`config.mk`:
```
export PLATFORM = sky130hd
export DESIGN_NAME = rxcmp_swap_ctrl_flat
export DESIGN_NICKNAME = d
export VERILOG_FILES = /design/src/rtl/rxcmp_swap_pkg.sv /design/src/rtl/rxcmp_swap_ctrl_if.sv /design/src/rtl/swap_dwell_timer.sv /design/src/rtl/rxcmp_swap_ctrl.sv /design/src/flat_wrapper.sv
export SDC_FILE = /design/constraint.sdc
export NUM_CORES = 1
export LEC_CHECK = 0
export ABC_CLOCK_PERIOD_IN_PS = 4800
export CORE_UTILIZATION = 58
export CTS_CLUSTER_DIAMETER = 100
export DETAILED_ROUTE_END_ITERATION = 6
export GPL_TIMING_DRIVEN = 0
export PLACE_DENSITY_LB_ADDON = 0.25
export SYNTH_ARGS = -nofsm -noshare
export SYNTH_HDL_FRONTEND = slang
export SYNTH_SLANG_ARGS = --single-unit
export TNS_END_PERCENT = 5
```
`constraint.sdc`:
```
create_clock -name clk -period 4.8 [get_ports clk]
set_clock_uncertainty 0.05 [all_clocks]
set_input_delay 0.48 -clock clk [delete_from_list [all_inputs] [get_ports clk]]
set_output_delay 0.48 -clock clk [all_outputs]
set_load 0.02 [all_outputs]
```
`src/rtl/rxcmp_swap_pkg.sv`:
```
// Shared types for the rx comparator swap controller: FSM states,
// the comparator-pair output bundle and default counter widths.
package rxcmp_swap_pkg;

  localparam int STEP_W_DEFAULT = 8;
  localparam int HOLD_W_DEFAULT = 16;

  typedef enum logic [4:0] {
    OFF,
    UP_A_PC,
    UP_A_EN,
    A_ACT,
    AB_PC,
    AB_EN,
    AB_SEL,
    AB_DIS,
    AB_PRE,
    B_ACT,
    BA_PC,
    BA_EN,
    BA_SEL,
    BA_DIS,
    BA_PRE,
    DN_DIS,
    DN_PRE
  } state_t;

  // Precharge/enable pins for both comparators plus the output mux select
  typedef struct packed {
    logic a_pc;
    logic a_en;
    logic b_pc;
    logic b_en;
    logic sel_a;
  } pair_out_t;

  function automatic logic is_active(state_t s);
    return (s == A_ACT) || (s == B_ACT);
  endfunction

endpackage

```
`src/rtl/rxcmp_swap_ctrl_if.sv`:
```
// Control/status bundle between a host and the comparator swap controller.
interface rxcmp_swap_ctrl_if import rxcmp_swap_pkg::*; #(
  parameter int STEP_W = STEP_W_DEFAULT,
  parameter int HOLD_W = HOLD_W_DEFAULT
);

  logic              en;
  logic              auto_mode;
  logic              swap_req;
  logic [STEP_W-1:0] step_cycles;
  logic [HOLD_W-1:0] hold_cycles;
  logic              a_pc;
  logic              a_en;
  logic              b_pc;
  logic              b_en;
  logic              sel_a;
  logic              busy;
  logic              active_a;
  logic              swap_done;

  modport master (
    output en, auto_mode, swap_req, step_cycles, hold_cycles,
    input  a_pc, a_en, b_pc, b_en, sel_a, busy, active_a, swap_done
  );

  modport slave (
    input  en, auto_mode, swap_req, step_cycles, hold_cycles,
    output a_pc, a_en, b_pc, b_en, sel_a, busy, active_a, swap_done
  );

endinterface

```
`src/rtl/swap_dwell_timer.sv`:
```
// Saturating down-counter used for both the per-step dwell and the
// active-state hold time. Loading N-1 makes the expire flag rise on the
// N-th cycle after the load.
module swap_dwell_timer #(
  parameter int W = 16
) (
  input  logic         clk,
  input  logic         reset,
  input  logic         load,
  input  logic [W-1:0] load_val,
  output logic         expired
);

  logic [W-1:0] cnt_q;
  logic [W-1:0] cnt_d;

  // Load wins; otherwise count down and stick at zero
  always_comb begin
    cnt_d = cnt_q;
    if (load) begin
      cnt_d = load_val;
    end else if (cnt_q != '0) begin
      cnt_d = cnt_q - W'(1);
    end
  end

  // Counter register, cleared by reset
  always_ff @(posedge clk) begin
    if (reset) begin
      cnt_q <= '0;
    end else begin
      cnt_q <= cnt_d;
    end
  end

  assign expired = (cnt_q == '0);

endmodule

```
`src/rtl/rxcmp_swap_ctrl.sv`:
```
// Sequences a redundant rx comparator pair: bring-up of A, make-before-break
// swaps between A and B (periodic or on request), and orderly takedown.
// Every output is a flop whose next value is decoded from the next state,
// so the outputs always reflect the current state.
module rxcmp_swap_ctrl import rxcmp_swap_pkg::*; #(
  parameter int STEP_W = STEP_W_DEFAULT,
  parameter int HOLD_W = HOLD_W_DEFAULT
) (
  input logic              clk,
  input logic              reset,
  rxcmp_swap_ctrl_if.slave bus
);

  localparam int CNT_W = (HOLD_W > STEP_W) ? HOLD_W : STEP_W;

  state_t     state_q;
  state_t     state_d;
  pair_out_t  pair_q;
  pair_out_t  pair_d;
  logic       busy_q;
  logic       busy_d;
  logic       active_a_q;
  logic       active_a_d;
  logic       swap_done_q;
  logic       swap_done_d;

  logic             tmr_load;
  logic             tmr_expired;
  logic [CNT_W-1:0] tmr_load_val;
  logic [CNT_W-1:0] step_ext;
  logic [CNT_W-1:0] hold_ext;
  logic             swap_go;

  // A swap is due either on hold expiry (auto) or on a sampled request (manual)
  always_comb begin
    swap_go = bus.auto_mode ? tmr_expired : bus.swap_req;
  end

  // Next-state logic; transitional states advance when their dwell expires
  always_comb begin
    state_d = state_q;
    case (state_q)
      OFF:     if (bus.en) state_d = UP_A_PC;
      UP_A_PC: if (tmr_expired) state_d = UP_A_EN;
      UP_A_EN: if (tmr_expired) state_d = A_ACT;
      A_ACT: begin
        if (!bus.en) begin
          state_d = DN_DIS;
        end else if (swap_go) begin
          state_d = AB_PC;
        end
      end
      AB_PC:   if (tmr_expired) state_d = AB_EN;
      AB_EN:   if (tmr_expired) state_d = AB_SEL;
      AB_SEL:  if (tmr_expired) state_d = AB_DIS;
      AB_DIS:  if (tmr_expired) state_d = AB_PRE;
      AB_PRE:  if (tmr_expired) state_d = B_ACT;
      B_ACT: begin
        if (!bus.en) begin
          state_d = DN_DIS;
        end else if (swap_go) begin
          state_d = BA_PC;
        end
      end
      BA_PC:   if (tmr_expired) state_d = BA_EN;
      BA_EN:   if (tmr_expired) state_d = BA_SEL;
      BA_SEL:  if (tmr_expired) state_d = BA_DIS;
      BA_DIS:  if (tmr_expired) state_d = BA_PRE;
      BA_PRE:  if (tmr_expired) state_d = A_ACT;
      DN_DIS:  if (tmr_expired) state_d = DN_PRE;
      DN_PRE:  if (tmr_expired) state_d = OFF;
      default: state_d = OFF;
    endcase
  end

  // Reload the timer on every state change with the dwell of the new state;
  // zero is treated as one cycle, hence the load of max(N,1)-1
  always_comb begin
    step_ext = CNT_W'(bus.step_cycles);
    hold_ext = CNT_W'(bus.hold_cycles);
    tmr_load = (state_d != state_q);
    if (is_active(state_d)) begin
      tmr_load_val = (hold_ext == '0) ? '0 : hold_ext - CNT_W'(1);
    end else begin
      tmr_load_val = (step_ext == '0) ? '0 : step_ext - CNT_W'(1);
    end
  end

  swap_dwell_timer #(
    .W (CNT_W)
  ) u_dwell (
    .clk      (clk),
    .reset    (reset),
    .load     (tmr_load),
    .load_val (tmr_load_val),
    .expired  (tmr_expired)
  );

  // Output decode of the next state; takedown states keep the current mux side
  always_comb begin
    pair_d = pair_q;
    case (state_d)
      OFF:     pair_d = pair_out_t'(5'b10101);
      UP_A_PC: pair_d = pair_out_t'(5'b00101);
      UP_A_EN: pair_d = pair_out_t'(5'b01101);
      A_ACT:   pair_d = pair_out_t'(5'b01101);
      AB_PC:   pair_d = pair_out_t'(5'b01001);
      AB_EN:   pair_d = pair_out_t'(5'b01011);
      AB_SEL:  pair_d = pair_out_t'(5'b01010);
      AB_DIS:  pair_d = pair_out_t'(5'b00010);
      AB_PRE:  pair_d = pair_out_t'(5'b10010);
      B_ACT:   pair_d = pair_out_t'(5'b10010);
      BA_PC:   pair_d = pair_out_t'(5'b00010);
      BA_EN:   pair_d = pair_out_t'(5'b01010);
      BA_SEL:  pair_d = pair_out_t'(5'b01011);
      BA_DIS:  pair_d = pair_out_t'(5'b01001);
      BA_PRE:  pair_d = pair_out_t'(5'b01101);
      DN_DIS:  pair_d = pair_q.sel_a ? pair_out_t'(5'b00101) : pair_out_t'(5'b10000);
      DN_PRE:  pair_d = pair_out_t'({4'b1010, pair_q.sel_a});
      default: pair_d = pair_out_t'(5'b10101);
    endcase
    busy_d      = (state_d != OFF) && !is_active(state_d);
    active_a_d  = (state_d == A_ACT);
    swap_done_d = ((state_d == A_ACT) && (state_q == BA_PRE)) ||
                  ((state_d == B_ACT) && (state_q == AB_PRE));
  end

  // State and output registers with synchronous reset to the OFF values
  always_ff @(posedge clk) begin
    if (reset) begin
      state_q     <= OFF;
      pair_q      <= pair_out_t'(5'b10101);
      busy_q      <= 1'b0;
      active_a_q  <= 1'b0;
      swap_done_q <= 1'b0;
    end else begin
      state_q     <= state_d;
      pair_q      <= pair_d;
      busy_q      <= busy_d;
      active_a_q  <= active_a_d;
      swap_done_q <= swap_done_d;
    end
  end

  assign bus.a_pc      = pair_q.a_pc;
  assign bus.a_en      = pair_q.a_en;
  assign bus.b_pc      = pair_q.b_pc;
  assign bus.b_en      = pair_q.b_en;
  assign bus.sel_a     = pair_q.sel_a;
  assign bus.busy      = busy_q;
  assign bus.active_a  = active_a_q;
  assign bus.swap_done = swap_done_q;

endmodule

```
`src/flat_wrapper.sv`:
```
// flat-port wrapper written by rule: the top's interface ports become plain ports
module rxcmp_swap_ctrl_flat import rxcmp_swap_pkg::*;
#(
  parameter int STEP_W = STEP_W_DEFAULT,
  parameter int HOLD_W = HOLD_W_DEFAULT
)
  (clk, reset, bus_en, bus_auto_mode, bus_swap_req, bus_step_cycles, bus_hold_cycles, bus_a_pc, bus_a_en, bus_b_pc, bus_b_en, bus_sel_a, bus_busy, bus_active_a, bus_swap_done);
  rxcmp_swap_ctrl_if #(.STEP_W(STEP_W), .HOLD_W(HOLD_W)) bus_i ();
  input logic clk;
  input logic reset;
  input wire logic [$bits(bus_i.en)-1:0] bus_en;
  input wire logic [$bits(bus_i.auto_mode)-1:0] bus_auto_mode;
  input wire logic [$bits(bus_i.swap_req)-1:0] bus_swap_req;
  input wire logic [$bits(bus_i.step_cycles)-1:0] bus_step_cycles;
  input wire logic [$bits(bus_i.hold_cycles)-1:0] bus_hold_cycles;
  output wire logic [$bits(bus_i.a_pc)-1:0] bus_a_pc;
  output wire logic [$bits(bus_i.a_en)-1:0] bus_a_en;
  output wire logic [$bits(bus_i.b_pc)-1:0] bus_b_pc;
  output wire logic [$bits(bus_i.b_en)-1:0] bus_b_en;
  output wire logic [$bits(bus_i.sel_a)-1:0] bus_sel_a;
  output wire logic [$bits(bus_i.busy)-1:0] bus_busy;
  output wire logic [$bits(bus_i.active_a)-1:0] bus_active_a;
  output wire logic [$bits(bus_i.swap_done)-1:0] bus_swap_done;
  assign bus_i.en = bus_en;
  assign bus_i.auto_mode = bus_auto_mode;
  assign bus_i.swap_req = bus_swap_req;
  assign bus_i.step_cycles = bus_step_cycles;
  assign bus_i.hold_cycles = bus_hold_cycles;
  assign bus_a_pc = bus_i.a_pc;
  assign bus_a_en = bus_i.a_en;
  assign bus_b_pc = bus_i.b_pc;
  assign bus_b_en = bus_i.b_en;
  assign bus_sel_a = bus_i.sel_a;
  assign bus_busy = bus_i.busy;
  assign bus_active_a = bus_i.active_a;
  assign bus_swap_done = bus_i.swap_done;
  rxcmp_swap_ctrl #(.STEP_W(STEP_W), .HOLD_W(HOLD_W)) u_core (.clk(clk), .reset(reset), .bus(bus_i));
endmodule
```
; After elaboration in Yosys (flattened, before gate mapping)
; Cells that the tools add are included.
; W data, S select, Z words.
[word_totals]
wordCells = 93
regBits = 29
input_bits = 29
output_inout_bits = 8
[op_classes]
n_mux = 27
addsub = 3
n_eq_ne = 33
n_reduce_logical = 20
[ops]
columns = op, count
row1 = $mux W5, 19
row2 = $eq A5 B4 Y1 const B, 16
row3 = $mux W16, 5
row4 = $pmux W5 S16, 1
row5 = $pmux W5 S9, 1
row6 = $eq A5 B3 Y1 const B, 8
row7 = $logic_not A16 Y1, 2
row8 = $sub A16 B1 Y16 const B, 2
row9 = $eq A5 B2 Y1 const B, 4
row10 = $reduce_bool A16 Y1, 1
row11 = $reduce_or A2 Y1, 6
row12 = $eq A5 B1 Y1 const B, 2
row13 = $eq A5 B5 Y1 const B, 2
row14 = $sub A8 B1 Y9 const B, 1
row15 = $logic_not A8 Y1, 1
row16 = $logic_not A5 Y1, 1
row17 = $ne A5 B5 Y1, 1
row18 = $reduce_bool A5 Y1, 1
row19 = $logic_and A1 B1 Y1, 3
row20 = $reduce_or A3 Y1, 1
row21 = $logic_or A1 B1 Y1, 2
row22 = $reduce_bool A2 Y1, 1
row23 = $logic_not A1 Y1, 1
row24 = $mux W1, 1

; Logic depth before layout (Yosys ltp)
; Gate-level depths: netlist of run 1.
[depth]
word_depth = 9
depth_mapped = 13
mapped_depth_nobuf = 10

; Cells and area by module
; Synthesis of run 1 repeated with hierarchy kept, for this count alone.
[hier_totals]
hier_cells = 299
hier_area_um2 = 2381.0
[by_module_without_submodules]
columns = module, cells_per_inst, seq_area_each_um2, instances, area_per_inst_um2
row1 = rxcmp_swap_ctrl, 187, 260.2, 1, 1478.9
row2 = swap_dwell_timer, 112, 320.3, 1, 902.1

; Least setup slack after synthesis of run 1
; No wires, ideal clock.
[synth_timing]
path_kind = register to register
from = reg u_core.u_dwell.cnt_q[0]
to = reg u_core.u_dwell.cnt_q[5]
arrival_ns = 3.091
synth_period_minus_slack_ns = 3.232
n_path_buf = 3
required_ns = 4.659
setup_ns = 0.091
stages_incl_launch_ff = 14
slack_ns = 1.568
path_cell_list = dfxtp_1 -> inv_1 -> ha_1 -> or3b_2 -> clkbuf_1 -> or4_4 -> buf_6 -> o2111ai_4 -> nand3_4 -> xor2_1 -> and2_4 -> buf_6 -> or3_1 -> a311oi_1
[synth_between]
elab_chain_len = 9
word_cells_on_any_way = 30
cone_classes = 1 x add/sub / 3 x eq/ne / 22 x mux / 4 x reduce/logical
[synth_lines]
columns = element, line_no
row1 = start: declaration, swap_dwell_timer.sv:14  ; logic [W-1:0] cnt_q;
row2 = start signal: assignment, swap_dwell_timer.sv:32  ; cnt_q <= cnt_d;
row3 = $logic_not A16 Y1, swap_dwell_timer.sv:36  ; assign expired = (cnt_q == '0);
row4 = $mux W1, rxcmp_swap_ctrl.sv:36  ; swap_go = bus.auto_mode ? tmr_expired : bus.swap_req;
row5 = $mux W5 (on tied branches), "rxcmp_swap_ctrl.sv:61, rxcmp_swap_ctrl.sv:49"
row6 = $mux W5 (on tied branches), "rxcmp_swap_ctrl.sv:59, rxcmp_swap_ctrl.sv:47"
row7 = $pmux W5 S16, rxcmp_swap_ctrl.sv:42  ; case (state_q)
row8 = $eq A5 B2 Y1 / $eq A5 B4 Y1 (equally long branches), rxcmp_swap_pkg.sv:38  ; return (s == A_ACT) || (s == B_ACT);
row9 = $logic_or A1 B1 Y1, rxcmp_swap_pkg.sv:38
row10 = $mux W16, rxcmp_swap_ctrl.sv:82  ; if (is_active(state_d)) begin
row11 = $mux W16, swap_dwell_timer.sv:20  ; if (load) begin
; Parallel ways exist; a longest one is shown, timed or not. The select of a mux whose other input is x is not followed.
; A chain may end at the register's enable or synchronous reset.

; Worst setup path after layout of run 1
; Same ends and word-level chain as after synthesis.

==> results of run 1 <==
==> power breakdown <==
group          total (mW)  switching (mW)  leakage [nW]  internal (mW)
combinational        1.04           0.598         0.756          0.441
clock               0.201          0.0873        0.0443          0.113
sequential          0.403          0.0730         0.238          0.330
total                1.64           0.758          1.04          0.885
==> cells in the mapped netlist, types with 3 or more instances <==
cell and number:
a21oi_1 8, a32oi_1 3, and3_1 5, clkbuf_1 13, dfxtp_1 29, ha_1 3
inv_1 12, mux2i_1 12, nand2_1 18, nand2b_1 7, nand3_1 6, nand4_1 3
nor2_1 44, nor2b_1 7, nor3_1 14, nor3b_1 3, nor4_1 6, nor4b_1 3
o21ai_0 20, o22ai_1 5, o31ai_1 3, o41ai_1 5, or2_2 3, or3_1 15
or4_1 7, xnor2_1 18, xor2_1 9
==> metal layers <==
layer	up-vias	routed length (um)	share of wire (%)
li1	1245	-	-
met1	1191	2810	45
met2	97	2950	47
met3	12	369	5.9
met4	0	84	1.4
met5	-	0	0
==> final timing paths <==
check | cells after the start | endpoint
worst max-delay path | 11 | u_core.u_dwell.cnt_q[5]
worst min-delay path | 2 | u_core.bus.sel_a
worst max register to register | 11 | u_core.u_dwell.cnt_q[5]
worst min register to register | 2 | u_core.bus.sel_a
==> final cells by class <==
| type | count | area, sq um | share of cell area (%) |
|---|---|---|---|
| Multi-Input combinational cell | 260 | 1690 | 58.2 |
| Sequential cell | 29 | 581 | 20.0 |
| Timing Repair Buffer | 36 | 360 | 12.4 |
| Clock buffer | 7 | 86.3 | 2.98 |
| Buffer | 17 | 80.1 | 2.76 |
| Tap cell | 48 | 60.1 | 2.07 |
| Inverter | 12 | 45.0 | 1.55 |
==> registers in the layout, summed over array words and instances (netlist names) <==
register and cells:
u_core.bus.a_pc 1, u_core.bus.sel_a 1, u_core.bus.active_a 1, u_core.bus.b_en 1, u_core.state_q 5, u_core.bus.b_pc 1
u_core.u_dwell.cnt_q 16, u_core.bus.busy 1, u_core.bus.swap_done 1, u_core.bus.a_en 1
==> per-stage QoR <==
stage,util (%),hold WS (ps),cell area [sq um],cells
after floorplan,-,505,2390,318
after detailed placement,74.1,498,2820,402
after CTS,76.4,501,2900,409
after global routing,76.4,528,2900,409
after global placement,74.1,480,2820,402
final,76.4,490,2900,409
==> worst max-delay path, cell delays in order, from the launching register on <==
cell and delay (ps):
dfxtp_1 320, inv_1 90, ha_1 180, or3b_2 440
clkbuf_1 240, nor4_4 530, nand4_1 280, nand3_4 210
xor2_1 260, nand2_1 230, or3_1 450, a311oi_1 290
==> cell families (layout without fill, tap and decap cells) <==
| group | Yosys count | in the layout |
|---|---|---|
| flip-flops | 29 | 29 |
| AO/OA/AOI/OAI | 68 | 68 |
| buffers and inverters | 29 | 72 |
| multiplexers | 12 | 12 |
| AND/OR/NAND/NOR | 150 | 150 |
| XOR/XNOR | 27 | 27 |
| adder cells (fa/ha/maj) | 3 | 3 |
==> impl_results.md, run 1 <==
- Yosys Warn Count: 0
- Synth Area in Simple Gates: 34.4%
- Setup TNS Final: 0 ps
- Die Width: 66.3 um
- Syn Std Cell Area: 2390 sq um
- Busiest grt layer: met2
- N_diodes: 0
- Post-synthesis xor/xnor area fraction: 9.87%
- Static leakage: 1.04 nW
- Final worst slack: 1150 ps
- Clock slew at reported path FFs: 60 ps
- Max FO, Critical Path: 9
- Synth Area in Compound Gates: 19.7%
- Multiplexer share of the synthesized area: 5.02%
- Cts repair resizes: 0
- Status: completed
- Post-route minimum period: 3650 ps
- Post-CTS setup buffer count: 0
- Worst VDD drop: 0.372 mV
- Most frequent cells in the layout: nor2_1 (44), clkdlybuf4s50_1 (36), dfxtp_1 (29), o21ai_0 (20)
- Initial core utilization: 63.0%
- Initial antenna violation count: 0
- Die ar.: 4390 sq um
- Worst Path Required: 4930 ps
- Routed Antenna Nets: 0
- Largest area contributor in the synthesized netlist: dfxtp_1
- Core area: 3800 sq um
- Top-area cell type share of the netlist area: 24.2%
- Largest net degree at the start of global routing: 11
- Global-route wire length before repair: 10.5 mm
- Post-Syn Nets: 350
- Core Rows: 22
- DR iter-0 viols: 186
- Total global-route track usage: 31.2%
- DRC violations left: 0
- Share of flip-flops with an asynchronous set or reset: 0%
- Initial DRT Pass Iterations: 5
- CP Launch Point: u_core.u_dwell.cnt_q[0]
- Most area-consuming cells after synthesis: dfxtp_1 (24%), nor2_1 (6.9%), xnor2_1 (6.6%)
- Synth Flop Type: dfxtp_1
- Max cap viols: 0
- Slew Viols, Final: 0
- Post-Syn Instances: 318
- Setup Slack @ Placement: 1260 ps
- Placer Congestion: 0.912
- Worst Hold Class: flip-flop to flip-flop
- Most common cell after layout, fill and taps aside: nor2_1
- Count of cell types in the netlist: 55
- CTS tree: yes
- F_max: 274 MHz
- Main combinational cell family by area after synthesis: simple AND/OR/NAND/NOR gates
- Adder-cell share of the synthesized area: 1.57%
- Fraction of layout cells with a size suffix above 1: 6.37%
- Post-synthesis register bit count: 29
- Via count: 2545
- Gr ovfl total: 0
- WL/cell: 15.2 um
- Worst Setup Path Type: flip-flop to flip-flop
- Post-CTS Hold Buffers: 0
- Clk sinks: 29
- Hold Path Origin: u_core.bus.sel_a
- Total Power: 1.64 mW
- Root Buffer: clkbuf_8
- Vias per inst: 6.22
- Detailed placement HPWL: 4.76 mm
- Max_slew headroom: 63.8%
- # port buffers: 36
- Syn_area_per_cell: 7.53 sq um
- Final setup fails: 0
- Met1 Resource Use GR: 40.9%
- RSZ-0062 raised after global routing: false
- PD cells: 566 nW/um^2
- Die Y: 66.3 um
- Clock Tree Buf Depth: 2
- Reg2Reg Setup Slack: 1150 ps
- Crit path arrival time: 3780 ps
- Area delta synth->final: 21.2%
- I/O pin cnt: 37
- Worst-margin pin slew: 539 ps
- Post-synth EDFFs: 0
- Post-layout nets: 393
- Endpoint class of the critical path: flip-flop
- Clock Latency Late Sink: 280 ps
- Fill count: 302
- H-tree level count: 2
- WL final: 6.21 mm
- CTS Buf Count: 5
- Worst setup SP type: flip-flop
- RR Startpoint: u_core.u_dwell.cnt_q[0]
- Seq/Total Area, Yosys: 24.2%
- Crit share post-route: 76.1%
- Grt met2 use: 52.4%
- Routing usage on met3: 5.52%
- Number of hold violations in the final report: 0
- Number of global-route vias before repair: 2278
Note: power is estimated with default switching activity, not from simulation.
==> inputs of run 2 (changes only) <==
--- a/config.mk
+++ b/config.mk
@@ -5,8 +5,8 @@
 export SDC_FILE = /design/constraint.sdc
 export NUM_CORES = 1
 export LEC_CHECK = 0
-export ABC_CLOCK_PERIOD_IN_PS = 4800
-export CORE_UTILIZATION = 58
+export ABC_CLOCK_PERIOD_IN_PS = 3600
+export CORE_UTILIZATION = 55
 export CTS_CLUSTER_DIAMETER = 100
 export DETAILED_ROUTE_END_ITERATION = 6
 export GPL_TIMING_DRIVEN = 0
==> constraint.sdc (replaced) <==
create_clock -name clk -period 3.6 [get_ports clk]
set_clock_uncertainty 0.05 [all_clocks]
set_input_delay 0.36 -clock clk [delete_from_list [all_inputs] [get_ports clk]]
set_output_delay 0.36 -clock clk [all_outputs]
set_load 0.02 [all_outputs]
==> run 2 against run 1 <==
Against the previous run: critical path type unchanged; register-to-register slack lost 1100 ps; cell area grew 1.6%; largest cell class unchanged; non-clock buffer count grew 2; via count is essentially flat; die area grew 5.3%; largest power group unchanged; sequential share of layout area shrank 0.32 points.
==> impl_results.md, run 2 (same netlist as run 1, synthesis figures left out) <==
- Crit share post-route: 99.3% (+23 points)
- Largest Register: u_core.u_dwell.cnt_q
- Via count: 2546 (+0.039%)
- Total global-route track usage: 28.6% (-2.6 points)
- I/O pin cnt: 37 (unchanged)
- DR iter-0 viols: 205 (+10%)
- CTS Buf Count: 5 (unchanged)
- Post-Layout Cell Count: 414 (+1.2%)
- Placer Congestion: 0.935 (+2.6%)
- Placed Area: 2820 sq um (about the same)
- Initial antenna violation count: 0 (unchanged)
- H-tree level count: 2 (unchanged)
- N_diodes: 0 (unchanged)
- Post-route cell area: 2950 sq um (+1.6%)
- Slew Viols, Final: 0 (unchanged)
- Core area: 4090 sq um (+7.6%)
- Final setup fails: 0 (unchanged)
- Status: completed
- PD cells: 757 nW/um^2 (+34%)
- Crit path arrival time: 3720 ps (-60 ps)
- Max reg flops: 16 (unchanged)
- Core Rows: 23 (+4.5%)
- Static leakage: 1.07 nW (+3.1%)
- Max FO, Critical Path: 9 (unchanged)
- Worst-margin pin slew: 541 ps (+1.88 ps)
- Worst Reg-to-Reg Cells: 13 (+2)
- Post-layout nets: 395 (+0.51%)
- Die Width: 68.0 um (+2.6%)
- # port buffers: 36 (unchanged)
- Most frequent cells in the layout: nor2_1 (44), clkdlybuf4s50_1 (36), dfxtp_1 (29), o21ai_0 (20)
- Reg2reg end: u_core.u_dwell.cnt_q[5]
- Worst VDD drop: 0.511 mV (+38%)
- Number of global-route vias before repair: 2185 (-4.1%)
- WL final: 6.15 mm (-1.1%)
- Hold Slack: 492 ps (+1.90 ps)
- Gr ovfl total: 0 (unchanged)
- Largest net degree at the start of global routing: 11 (unchanged)
- Global-route wire length before repair: 9.94 mm (-5.1%)
- Setup TNS Final: 0 ps (unchanged)
- Die ar.: 4620 sq um (+5.3%)
- Detailed placement HPWL: 4.58 mm (-3.8%)
- Post-CTS Hold Buffers: 0 (unchanged)
- Clock slew at reported path FFs: 70 ps (about the same)
- RR Startpoint: u_core.u_dwell.cnt_q[0]
- RSZ-0062 raised after global routing: true
- Area delta synth->final: 23.1%
- Clock Latency Late Sink: 290 ps (about the same)
- Most common cell after layout, fill and taps aside: nor2_1
- DRC violations left: 0 (unchanged)
- WHS Endpoint: u_core.bus.sel_a
- Initial core utilization: 58.6% (-4.4 points)
- Reg2Reg Setup Slack: 30 ps (-1120 ps)
- Clk sinks: 29 (unchanged)
- Max_slew headroom: 63.6% (-0.19 points)
- Vias per inst: 6.15 (-1.2%)
- CTS tree: yes
- Worst Hold Class: flip-flop to flip-flop
- Worst setup SP type: flip-flop
- Worst Path Required: 3740 ps (-1190 ps)
- Hold Path Origin: u_core.bus.sel_a
- Largest regs: u_core.u_dwell.cnt_q: 16 flops, u_core.state_q: 5 flops
- Worst Setup Path Type: flip-flop to flip-flop
- Max cap viols: 0 (unchanged)
- WL/cell: 14.8 um (-2.3%)
- Root Buffer: clkbuf_8
- Routed Antenna Nets: 0 (unchanged)
- Initial DRT Pass Iterations: 5 (unchanged)
- Fill count: 329 (+8.9%)
- Placed insts: 404 (+0.50%)
- Clock Tree Buf Depth: 2 (unchanged)
- Post-route minimum period: 3570 ps (-78.4 ps)
- Fraction of layout cells with a size suffix above 1: 8.79% (+2.4 points)
- Die Y: 68.0 um (+2.6%)
- Hold Crit Depth: 2 (unchanged)
- Number of hold violations in the final report: 0 (unchanged)
- Total Power: 2.23 mW (+36%)
- F_max: 280 MHz (+2.2%)
- Endpoint class of the critical path: flip-flop
-- run 2: metrics by stage --
stage          util [%]  setup WS, ps
2_1_floorplan         -           368
6_report           72.2          25.6
4_1_cts            71.3          17.6
3_3_place_gp       69.0           118
5_1_grt            72.2          -115
3_5_place_dp       69.0          45.3
-- run 2: worst max-delay path, cell delays in order (launching register included) --
cell,delay [ps]
dfxtp_1,330
inv_1,90
ha_1,180
or3b_2,440
clkbuf_1,240
or4_4,530
buf_6,160
o2111ai_4,110
nand3_4,170
xor2_2,230
and2_4,160
buf_6,130
or3_1,380
a311oi_1,270
-- run 2: where the power goes --
part           total (mW)  internal [mW]  leakage [nW]  switching [mW]
registers           0.537          0.440         0.238          0.0971
clock network       0.287          0.155        0.0512           0.133
logic                1.41          0.614         0.782           0.793
total                2.23           1.21          1.07            1.02
-- run 2: worst max-delay path by stage --
| stage | start | to | slack [ps] |
|---|---|---|---|
| floorplan | u_core.u_dwell.cnt_q[0] | u_core.u_dwell.cnt_q[5] | 370 |
| global placement | u_core.u_dwell.cnt_q[0] | u_core.u_dwell.cnt_q[8] | 120 |
| detailed placement | u_core.u_dwell.cnt_q[0] | u_core.u_dwell.cnt_q[5] | 50 |
| CTS | u_core.u_dwell.cnt_q[0] | u_core.u_dwell.cnt_q[5] | 20 |
| global route | u_core.u_dwell.cnt_q[0] | u_core.u_dwell.cnt_q[5] | -120 |
| finish | u_core.u_dwell.cnt_q[0] | u_core.u_dwell.cnt_q[5] | 30 |
-- run 2: layout make-up --
cell class	count	area (sq um)	share of cell area [%]
buffer	17	82.6	2.80
clock buffer	6	82.6	2.80
clock inverter	2	13.8	0.467
inverter	12	45.0	1.53
multi-input combinational	260	1710	57.9
sequential	29	581	19.7
tap	50	62.6	2.12
timing repair buffer	38	375	12.7
-- run 2: layer usage --
layer | track usage, % | up-vias | routed length (um) | part of all wire [%]
met5 | 0 | - | 0 | 0
met4 | 8.33 | 0 | 76 | 1.2
met3 | 6.83 | 10 | 423 | 6.9
met2 | 43.3 | 91 | 2780 | 45
met1 | 39.8 | 1190 | 2870 | 47
li1 | - | 1255 | - | -
-- run 2: what timing repair did --
action	4_1_cts	5_1_grt
buffers inserted	0	2
setup endpoints to repair	0	14
resized for setup	0	7
